$ cat src/rtl/ternary_matvec_pkg.sv
// ternary_matvec_pkg: sizes, element/vector/matrix/trit types and accumulator width for the ternary matvec engine
package ternary_matvec_pkg;
  localparam int VectorLength = 4;
  localparam int ElemWidth = 8;
  localparam int NumVectorRegisters = 4;
  localparam int AccWidth = ElemWidth + $clog2(VectorLength) + 1;
  typedef logic signed [ElemWidth-1:0] elem_t;
  typedef elem_t [VectorLength-1:0] vector_t;
  typedef logic [1:0] trit_t;
  typedef trit_t [VectorLength-1:0][VectorLength-1:0] ternary_matrix_t;
  typedef logic signed [AccWidth-1:0] acc_t;
  typedef logic [$clog2(NumVectorRegisters)-1:0] reg_idx_t;
  localparam trit_t TritZero = 2'b00;
  localparam trit_t TritPos = 2'b01;
  localparam trit_t TritNeg = 2'b11;
endpackage

$ cat src/rtl/ternary_matvec_if.sv
// ternary_matvec_if: command handshake (start/ready/src_idx/dst_idx) and register-file write port (w_v_en/w_v_data/done)
interface ternary_matvec_if import ternary_matvec_pkg::*; ();
  logic start;
  logic ready;
  reg_idx_t src_idx;
  reg_idx_t dst_idx;
  logic [NumVectorRegisters-1:0] w_v_en;
  vector_t w_v_data [NumVectorRegisters];
  logic done;
  modport master (output start, src_idx, dst_idx, input ready, w_v_en, w_v_data, done);
  modport slave (input start, src_idx, dst_idx, output ready, w_v_en, w_v_data, done);
endinterface

$ cat src/rtl/ternary_matvec_dot.sv
// ternary_dot: combinational trit-row by vector dot product (row, x in; wrapped ElemWidth y out)
module ternary_dot
  import ternary_matvec_pkg::*;
(
  input  trit_t [VectorLength-1:0] row,
  input  vector_t                  x,
  output elem_t                    y
);
  acc_t acc;
  always_comb begin
    acc = '0;
    for (int c = 0; c < VectorLength; c++)
      acc = row[c] == TritPos ? acc + acc_t'(x[c]) : row[c] == TritNeg ? acc - acc_t'(x[c]) : acc;
    y = acc[ElemWidth-1:0];
  end
endmodule

$ cat src/rtl/ternary_matvec.sv
// ternary_matvec: y = W*x engine; clk_i/rst_i, register-file read data in, command + write port on bus
module ternary_matvec
  import ternary_matvec_pkg::*;
#(
  parameter int RowsPerCycle = 1
) (
  input  logic            clk_i,
  input  logic            rst_i,
  input  vector_t         r_v_data_i [NumVectorRegisters],
  input  ternary_matrix_t r_tm_data_i,
  ternary_matvec_if.slave bus
);
  localparam int G = VectorLength / RowsPerCycle;
  localparam int CntW = G > 1 ? $clog2(G) : 1;
  localparam int RowW = VectorLength > 1 ? $clog2(VectorLength) : 1;
  typedef logic [CntW-1:0] cnt_t;
  typedef logic [RowW-1:0] row_t;
  typedef enum logic [1:0] {IDLE, COMPUTE, WRITE} state_t;
  state_t state, state_n;
  cnt_t cnt, cnt_n;
  vector_t x_q, y_q;
  ternary_matrix_t w_q;
  reg_idx_t dst_q;
  logic ready_q, done_q, accept;
  logic [NumVectorRegisters-1:0] en_q;
  row_t row_idx [RowsPerCycle];
  elem_t dot_y [RowsPerCycle];
  assign accept = bus.start && ready_q;
  always_comb begin
    state_n = state;
    cnt_n = cnt;
    case (state)
      IDLE: begin
        state_n = accept ? COMPUTE : IDLE;
        cnt_n = '0;
      end
      COMPUTE: begin
        state_n = cnt == cnt_t'(G - 1) ? WRITE : COMPUTE;
        cnt_n = cnt + cnt_t'(1);
      end
      default: state_n = IDLE;
    endcase
  end
  for (genvar g = 0; g < RowsPerCycle; g++) begin : g_dot
    assign row_idx[g] = row_t'(int'(cnt) * RowsPerCycle + g);
    ternary_dot u_dot (.row(w_q[row_idx[g]]), .x(x_q), .y(dot_y[g]));
  end
  always_ff @(posedge clk_i) begin
    if (rst_i) begin
      state <= IDLE;
      cnt <= '0;
      ready_q <= 1'b1;
      done_q <= 1'b0;
      en_q <= '0;
      y_q <= '0;
    end else begin
      state <= state_n;
      cnt <= cnt_n;
      ready_q <= state_n == IDLE;
      done_q <= state_n == WRITE;
      en_q <= state_n == WRITE ? NumVectorRegisters'(1) << dst_q : '0;
      if (state == COMPUTE)
        for (int i = 0; i < RowsPerCycle; i++) y_q[row_idx[i]] <= dot_y[i];
    end
  end
  always_ff @(posedge clk_i) begin
    if (accept) begin
      x_q <= r_v_data_i[bus.src_idx];
      w_q <= r_tm_data_i;
      dst_q <= bus.dst_idx;
    end
  end
  assign bus.ready = ready_q;
  assign bus.done = done_q;
  assign bus.w_v_en = en_q;
  for (genvar v = 0; v < NumVectorRegisters; v++) begin : g_lane
    assign bus.w_v_data[v] = y_q;
  end
endmodule

$ cat src/flat_wrapper.sv
// flat-port wrapper written by rule: the top's interface ports become plain ports
module ternary_matvec_flat import ternary_matvec_pkg::*;
#(
  parameter int RowsPerCycle = 1
)
  (clk_i, rst_i, r_v_data_i, r_tm_data_i, bus_start, bus_src_idx, bus_dst_idx, bus_ready, bus_w_v_en, bus_w_v_data, bus_done);
  ternary_matvec_if bus_i ();
  input  logic clk_i;
  input  logic rst_i;
  input  vector_t r_v_data_i[NumVectorRegisters];
  input  ternary_matrix_t r_tm_data_i;
  input wire logic [$bits(bus_i.start)-1:0] bus_start;
  input wire logic [$bits(bus_i.src_idx)-1:0] bus_src_idx;
  input wire logic [$bits(bus_i.dst_idx)-1:0] bus_dst_idx;
  output wire logic [$bits(bus_i.ready)-1:0] bus_ready;
  output wire logic [$bits(bus_i.w_v_en)-1:0] bus_w_v_en;
  output wire logic [$bits(bus_i.w_v_data)-1:0] bus_w_v_data;
  output wire logic [$bits(bus_i.done)-1:0] bus_done;
  assign bus_i.start = bus_start;
  assign bus_i.src_idx = bus_src_idx;
  assign bus_i.dst_idx = bus_dst_idx;
  assign bus_ready = bus_i.ready;
  assign bus_w_v_en = bus_i.w_v_en;
  assign bus_w_v_data = {>>{bus_i.w_v_data}};
  assign bus_done = bus_i.done;
  ternary_matvec #(.RowsPerCycle(RowsPerCycle)) u_core (.clk_i(clk_i), .rst_i(rst_i), .r_v_data_i(r_v_data_i), .r_tm_data_i(r_tm_data_i), .bus(bus_i));
endmodule
$ cat config.mk
export PLATFORM = sky130hd
export DESIGN_NAME = ternary_matvec_flat
export DESIGN_NICKNAME = d
export VERILOG_FILES = /design/src/rtl/ternary_matvec_pkg.sv /design/src/rtl/ternary_matvec_if.sv /design/src/rtl/ternary_matvec_dot.sv /design/src/rtl/ternary_matvec.sv /design/src/flat_wrapper.sv
export SDC_FILE = /design/constraint.sdc
export NUM_CORES = 1
export LEC_CHECK = 0
export BUFFER_PORTS_ARGS = -buffer_cell sky130_fd_sc_hd__buf_4
export CAP_MARGIN = 5
export CORE_MARGIN = 2
export CORE_UTILIZATION = 23
export CTS_CLUSTER_DIAMETER = 30
export CTS_CLUSTER_SIZE = 25
export DETAILED_ROUTE_END_ITERATION = 8
export PLACE_DENSITY = 0.53
export SLEW_MARGIN = 30
export SYNTH_ARGS = -nofsm -noshare
export SYNTH_HDL_FRONTEND = slang
export SYNTH_SLANG_ARGS = --single-unit
$ cat constraint.sdc
create_clock -name clk_i -period 6.3 [get_ports clk_i]
set_input_delay 1.26 -clock clk_i [delete_from_list [all_inputs] [get_ports clk_i]]
set_output_delay 1.26 -clock clk_i [all_outputs]
set_load 0.05 [all_outputs]
# Yosys cells after proc, flatten, opt, wreduce, memory -nomap -nowiden
# Cells that the tools add are included.
# classes
div_mod_pow	0
eq_ne	11
magnitude_cmp	3
multipliers	0
n_addsub	8
bitwise	2
reduce_logical	6
muxes	20
n_shift	1
# op_table
op	n
2-to-1 mux 8 bit	10
binary-select mux 32 bit (select 2 bit)	1
2-to-1 mux 32 bit	2
bitwise mux 32 bit	1
adder 8 bit	3
subtractor 8 bit	3
binary-select mux 8 bit (select 2 bit)	1
demux 8 bit (select 2 bit)	1
equality test 2 bit, second input constant	6
equality test 2 x 1 -> 1 bit, second input constant	5
case mux 2 bit (2 select lines)	2
subtractor 1 x 8 -> 8 bit, first input constant	1
logical NOT 2 bit	2
left shift 1 x 2 -> 4 bit, first input constant	1
greater-or-equal comparator 3 bit, second input constant	1
less-than comparator 2 x 3 -> 1 bit, second input constant	1
inverter 2 -> 3 bit	1
adder 2 x 1 -> 2 bit, second input constant	1
greater-or-equal comparator 2 x 1 -> 1 bit, second input constant	1
logical AND 1 bit	2
2-to-1 mux 2 bit	1
nonzero test 2 bit	1
OR reduction 2 bit	1
2-to-1 mux 1 bit	1
inverter 1 bit	1
# word_totals
output_inout_bits	134
ramBits	0
latch_bits	0
mem_bits_ro	0
reg_bits	108
mem_count	0
wordCells	81
in_bits	167

# Longest topological paths before layout
# Gate-level depths: netlist of run 1.
# depth
ltp_word	15
depth_mapped	30
depth_no_buf	29

# By module
# Synthesis of run 1 repeated with hierarchy kept, for this count alone.
# hier_totals
cells_unflattened	667
area_unflattened_um2	7541.0
# by_module_without_submodules
mod	n_inst	cells_per_inst	area_per_inst_um2
ternary_matvec	1	364	5365.1
ternary_dot	1	303	2175.8

# Worst setup path before layout of run 1
# No wires, ideal clock.
# synth_timing
path_type	reg-to-reg
from	register u_core.cnt[0]
to	register u_core.y_q, in the netlist u_core.bus.w_v_data[23]
setup_ns	0.080
slack_ns	0.446
n_path_buf	2
path_stages_with_launch	30
synth_period_minus_slack_ns	5.854
t_arrival_ns	5.774
cell_sequence	dfxtp_1 > buf_6 > mux4_2 > nor2b_1 > xnor2_1 > nor2_1 > ha_1 > clkbuf_1 > nor2b_1 > o21ai_0 > nand3_1 > o21ai_0 > xnor2_1 > mux2_2 > ha_1 > a21o_1 > a31o_2 > mux2i_1 > xnor2_1 > mux2_2 > ha_1 > nand3_1 > a21oi_1 > a2111oi_0 > mux2_2 > a21oi_1 > xnor2_1 > nand2_1 > xnor3_2 > a211oi_2
# synth_between
elab_chain_cells	15
# synth_lines
item	line	rtl
start: declaration	ternary_matvec.sv:20	cnt_t cnt, cnt_n;
start signal: assignment	ternary_matvec.sv:58	cnt <= cnt_n;
binary-select mux 8 bit (select 2 bit)	ternary_matvec.sv:46	ternary_dot u_dot (.row(w_q[row_idx[g]]), .x(x_q), .y(dot_y[g]));
2-to-1 mux 8 bit (not written as such)	ternary_matvec.sv:46	
equality test 2 bit	ternary_matvec_dot.sv:13	acc = row[c] == TritPos ? acc + acc_t'(x[c]) : row[c] == TritNeg ? acc - acc_t'(x[c]) : acc;
2-to-1 mux 8 bit (2 in series)	ternary_matvec_dot.sv:13	
subtractor 8 bit	ternary_matvec_dot.sv:13	
2-to-1 mux 8 bit (2 in series)	ternary_matvec_dot.sv:13	
subtractor 8 bit	ternary_matvec_dot.sv:13	
2-to-1 mux 8 bit (2 in series)	ternary_matvec_dot.sv:13	
subtractor 8 bit	ternary_matvec_dot.sv:13	
2-to-1 mux 8 bit (2 in series)	ternary_matvec_dot.sv:13	
bitwise mux 32 bit *	ternary_matvec.sv:63	for (int i = 0; i < RowsPerCycle; i++) y_q[row_idx[i]] <= dot_y[i];
end signal: assignment	ternary_matvec.sv:55	y_q <= '0;
end: declaration	ternary_matvec.sv:21	vector_t x_q, y_q;
# Mark *: on every way between the ends. The rest lies on a longest branch, timed or not. The select of a mux whose other input is x is not followed.
# A chain may end at the register's enable or synchronous reset.

# Final worst setup path of run 1
# Same ends and word-level chain as after synthesis.

==> run_results.csv, run 1 <==
group,metric,value,unit
die,pin_count,301,
finish,fin_cells,1261,
finish,diodes,0,
sta,setup_viol,0,
logic_synthesis,yosysTopAreaCell,"edfxtp_1",
finish,final_util,0.305,
clock_tree,path_clk_slew,70,ps
finish,drive_above_1_share,0.448,
worst_setup_path,cp-start-kind,"register",
power_and_ir_drop,peakVddDrop,0.000119,V
finish,fillCellCount,3211,
logic_synthesis,synth.avg_cell_area,11.1,µm²
worst_setup_path,required,6570,ps
logic_synthesis,synth_ff_type,"edfxtp_1",
sta,slew_headroom,0.427,
placement,detailed_place_hpwl,16500,µm
logic_synthesis,synth_edf_count,66,
route,vias,5393,
clock_tree,htree_levels,3,
finish,nNetsFinal,1075,
logic_synthesis,syn-instance-count,662,
route,drt_iter0_markers,266,
run_status,status,"completed",
worst_setup_path,cp-end-kind,"register",
clock_tree,cts_max_path_buffers,2,
route,drc,0,
logic_synthesis,netlist_area,0.00732,mm²
sta,fin_crit_sh,0.926,
sta,drv_slew,0,
finish,syn2layout_area_growth,31.0,%
worst_setup_path,crit_path_max_incr_delay,560,ps
global_route,grt_usage,0.121,
route,route.detailed.wl_per_inst,16.1,µm
power_and_ir_drop,powerDensity,249,mW/mm²
logic_synthesis,synthTopCellsByArea,"edfxtp_1 (27%), dfxtp_1 (11%), mux4_2 (11%)",
sta,hold_viol_final,0,
global_route,grt_pass1_wl,31100,µm
placement,place_inst,1244,
global_route,grt_max_degree,68,
sta,tightestPinTransition,860,ps
logic_synthesis,yosysWarnings,0,
worst_setup_path,crit_slowest_cell,"mux4_2",
die,dieArea,0.0333,mm²
die,rows,65,
clock_tree,clk_latency,350,ps
worst_setup_path,arrival,6100,ps
global_route,antenna_found_initial,0,
die,die_y,182,µm
sta,final.min_clock_period,5830,ps
run,cap_violations,0,
worst_setup_path,crit_path_max_fanout,7,
clock_tree,cts_hold_buffers,0,
worst_setup_path,crit_buf_inv,1,
route,final_antenna_net_count,0,
placement,io_buffers,300,
die,die_w,182,µm
clock_tree,numCtsBuffers,9,
logic_synthesis,synthArstFlopShare,0,
hold_path,hold_path_class,"register to register",
sta,fmax,171,MHz
route,drt_wl_total,20300,µm
global_route,grt_pass1_vias,5499,
logic_synthesis,ys_types,60,
logic_synthesis,syn_nets,883,
finish,most-common-layout-cells,"buf_4 (306), edfxtp_1 (66), nor2_1 (57), ha_1 (47), inv_1 (44)",
clock_tree,cts_root_buf,"clkbuf_16",
worst_setup_path,path_delay_family,"multiplexers",
die,start_util,0.233,
sta,worst_clock_skew,7.56,ps
die,design.core.area,0.0315,mm²
logic_synthesis,yosys.area.top_type_share,0.271,
finish,final_common_cell,"buf_4",
logic_synthesis,seq_area_frac_synth,0.385,
power_and_ir_drop,total_power,2.39,mW
clock_tree,cts_tree,"yes",
power_and_ir_drop,total_leakage_power,4.17,nW
worst_setup_path,crit_type,"register to register",
clock_tree,clock_sinks,108,
logic_synthesis,ys_ff_latch,108,
placement,place_area,0.00927,mm²
sta,fin_setup_tns,0,ps
placement,routabilityCongestion,0.864,
route,vias_per_cell,4.28,
global_route,grt_overflow,0,
route,firstDrtPassIters,4,
finish,design_area,0.00959,mm²
## cell families (layout without fill, tap and decap cells)
family	Yosys count	after routing	synth area share
buf+inv	169	366	0.138
simple gates	126	126	0.0793
compound gates	117	117	0.110
flops	108	108	0.385
mux	68	68	0.163
fa+ha+maj	54	54	0.0984
xor+xnor	20	20	0.0260
## path summary, 6_finish.rpt
path / startpoint / to / slack (ps) / cells past startpoint
worst max-delay path: u_core.cnt[0]$_SDFFE_PP0P_ / u_core.bus.w_v_data[23]$_SDFFE_PP0P_ / 470 / 27
worst min-delay path: u_core.dst_q[1]$_DFFE_PP_ / u_core.bus.w_v_en[1]$_SDFF_PP0_ / 480 / 1
worst max register to register: u_core.cnt[0]$_SDFFE_PP0P_ / u_core.bus.w_v_data[23]$_SDFFE_PP0P_ / 470 / 27
worst min register to register: u_core.dst_q[1]$_DFFE_PP_ / u_core.bus.w_v_en[1]$_SDFF_PP0_ / 480 / 1
## state kept, by name, summed over array words and instances (netlist names)
signal and cells:
u_core.w_q 32, u_core.bus.ready 1, u_core.x_q 32, u_core.bus.w_v_en 4
u_core.bus.w_v_data 32, u_core.cnt 2, u_core.bus.done 1, u_core.dst_q 2
u_core.state 2
## Yosys cell counts (all sizes together), types with 4 or more instances
master	instances
o31ai	6
nand2	25
inv	44
o21a	5
edfxtp	66
buf	105
nand3	4
and2	4
o21ai	19
dfxtp	42
a21oi	34
or3	5
xnor2	13
a311oi	4
mux2i	21
a211oi	17
nor2b	7
mux2	8
nand2b	4
xor2	6
and3	4
fa	6
mux4	39
ha	48
a21o	5
o21bai	5
clkbuf	20
nor2	61
## where the power goes
part	internal, mW	switching, mW
Combinational	0.420	0.577
Sequential	0.802	0.0340
Clock	0.306	0.254
## layout make-up
class	count	area (µm²)	area share
inverter	44	165	0.0172
tap	402	503	0.0524
clock inverter	4	27.5	0.00287
timing repair buffer	306	2300	0.240
multi-input combinational	385	3510	0.366
sequential	108	2820	0.294
clock buffer	12	269	0.0280
## timing repair
action,4_1_cts,5_1_grt
setup endpoints to repair,0,4
setup buffers,0,1
resized for setup,0,8
## stage by stage
step	hold slack, ps	setup WS, ps
floorplan	442	446
global placement	462	252
detailed placement	470	202
CTS	483	125
global route	509	-12.1
finish	479	467
## metal layers
| metal | GRT usage | wire length [µm] | part of all wire | up-vias |
|---|---|---|---|---|
| met5 | 0 | 0 | 0 | - |
| met3 | 0.0245 | 847 | 0.042 | 17 |
| li1 | - | - | - | 2655 |
| met2 | 0.208 | 10300 | 0.51 | 145 |
| met1 | 0.154 | 8750 | 0.43 | 2576 |
| met4 | 0.0355 | 344 | 0.017 | 0 |
Note: power is estimated with default switching activity, not from simulation.
==> inputs of run 2 (changes only) <==
PLACE_DENSITY = 0.51   (was 0.53)
clock period = 7.5 ns   (was 6.3 ns; I/O delays follow)
==> run 2 against run 1 <==
Combinational power down 18%. Critical path depth is 1 higher. Clock skew up 1.4 ps. Core utilization shrank 0.21 points. Critical path type unchanged. Largest power group unchanged.
==> run_results.csv, run 2 (same netlist as run 1, synthesis figures left out) <==
group,metric,value,unit
run_status,status,"completed",
worst_setup_path,crit_type,"register to register",
placement,detailed_place_hpwl,15800,µm
run,cap_violations,0,
worst_setup_path,crit_buf_inv,1,
sta,slew_headroom,0.406,
route,drt_iter0_markers,253,
power_and_ir_drop,peakVddDrop,0.000107,V
route,route.detailed.wl_per_inst,15.5,µm
clock_tree,cts_tree,"yes",
worst_setup_path,cp-end-kind,"register",
worst_setup_path,crit_path_max_fanout,8,
clock_tree,cts-resized-gates,0,
sta,worst_clock_skew,8.94,ps
placement,routabilityCongestion,0.792,
route,drc,0,
sta,fin_setup_tns,0,ps
sta,drv_slew,0,
route,drt_wl_total,19500,µm
die,rows,65,
placement,io_buffers,300,
worst_setup_path,required,7770,ps
die,die_y,182,µm
power_and_ir_drop,p_sw,0.720,mW
global_route,grt_pass1_vias,5509,
power_and_ir_drop,total_leakage_power,4.14,nW
worst_setup_path,crit_path_max_incr_delay,590,ps
sta,setup_viol,0,
power_and_ir_drop,pwr-share-comb,0.416,
worst_setup_path,reg2regPathDepth,28,
clock_tree,clock_sinks,108,
clock_tree,cts_hold_buffers,0,
clock_tree,path_clk_slew,80,ps
route,vias_per_cell,4.25,
sta,hold_viol_final,0,
sta,fmax,161,MHz
sta,rsz0062_at_grt,"false",
die,pin_count,301,
worst_setup_path,cp_common_cell,"xnor2_1",
finish,drive_above_1_share,0.440,
power_and_ir_drop,powerDensity,206,mW/mm²
hold_path,hold_path_class,"register to register",
finish,nNetsFinal,1071,
route,firstDrtPassIters,5,
power_and_ir_drop,clkPwrFrac,0.228,
sta,tightestPinTransition,891,ps
clock_tree,numCtsBuffers,9,
worst_setup_path,cp.depth,28,
global_route,grt_usage,0.118,
finish,diodes,0,
global_route,grt_overflow,0,
clock_tree,cts_max_path_buffers,2,
finish,fillCellCount,3232,
worst_setup_path,arrival,6490,ps
die,dieArea,0.0333,mm²
worst_setup_path,path_delay_family,"multiplexers",
worst_setup_path,cp-start-kind,"register",
clock_tree,cts_root_buf,"clkbuf_16",
finish,syn2layout_area_growth,30.1,%
global_route,grt_pass1_wl,30400,µm
clock_tree,clk_latency,350,ps
power_and_ir_drop,swShare,0.366,
clock_tree,htree_levels,3,
global_route,antenna_found_initial,0,
route,vias,5346,
global_route,grt_max_degree,68,
route,final_antenna_net_count,0,
clock_tree,cts_setup_buffers,0,
sta,final.min_clock_period,6230,ps
power_and_ir_drop,total_power,1.97,mW
finish,most-common-layout-cells,"buf_4 (302), edfxtp_1 (66), nor2_1 (59), ha_1 (48), inv_1 (44)",
sta,fin_crit_sh,0.830,
power_and_ir_drop,p_int,1.25,mW
finish,final_common_cell,"buf_4",
finish,final_util,0.303,
power_and_ir_drop,p_seq_frac,0.357,
die,design.core.area,0.0315,mm²
worst_setup_path,crit_slowest_cell,"mux4_2",
die,die_w,182,µm
die,start_util,0.233,
hold_path,holdPathStages,1,
[run 2: layout make-up]
type | instances | area [µm²] | share of cell area
clock buffers | 9 | 225 | 0.0236
clock inverters | 7 | 47.5 | 0.00499
inverters | 44 | 165 | 0.0173
multi-input cells | 385 | 3490 | 0.367
flip-flops and latches | 108 | 2820 | 0.296
well taps | 402 | 503 | 0.0528
repair buffers | 302 | 2270 | 0.238
[run 2: final timing paths]
| kind | startpoint | endpoint | slack (ps) |
|---|---|---|---|
| worst max register to register | u_core.w_q[25]$_DFFE_PP_ | u_core.bus.w_v_data[31]$_SDFFE_PP0P_ | 1270 |
| worst min-delay path | u_core.state[0]$_SDFF_PP0_ | u_core.state[0]$_SDFF_PP0_ | 480 |
| worst max-delay path | u_core.w_q[25]$_DFFE_PP_ | u_core.bus.w_v_data[31]$_SDFFE_PP0P_ | 1270 |
| worst min register to register | u_core.state[0]$_SDFF_PP0_ | u_core.state[0]$_SDFF_PP0_ | 480 |
[run 2: layer usage]
metal / wire, µm / track usage / up-vias
met5: 0 / 0 / -
met4: 235 / 0.0319 / 0
met3: 649 / 0.0180 / 11
met2: 10000 / 0.211 / 129
met1: 8600 / 0.149 / 2551
li1: - / - / 2655
[run 2: power groups by stage]
stage / Sequential, mW / Clock (mW) / Combinational, mW
2_1_floorplan: 0.735 / 0 / 0.588
3_3_place_gp: 0.715 / 0 / 0.819
6_report: 0.702 / 0.447 / 0.817
4_1_cts: 0.703 / 0.468 / 0.826
3_5_place_dp: 0.716 / 0 / 0.822
5_1_grt: 0.708 / 0.488 / 0.904
[run 2: stage by stage]
| stage | cells | hold WS, ps | area (µm²) | setup slack [ps] |
|---|---|---|---|---|
| 2_1_floorplan | 662 | 442 | 7320 | 1650 |
| 5_1_grt | 1257 | 501 | 9520 | 679 |
| 3_5_place_dp | 1241 | 471 | 9250 | 1320 |
| 3_3_place_gp | 1241 | 456 | 9250 | 1470 |
| 6_report | 1257 | 482 | 9520 | 1270 |
| 4_1_cts | 1257 | 482 | 9520 | 1290 |
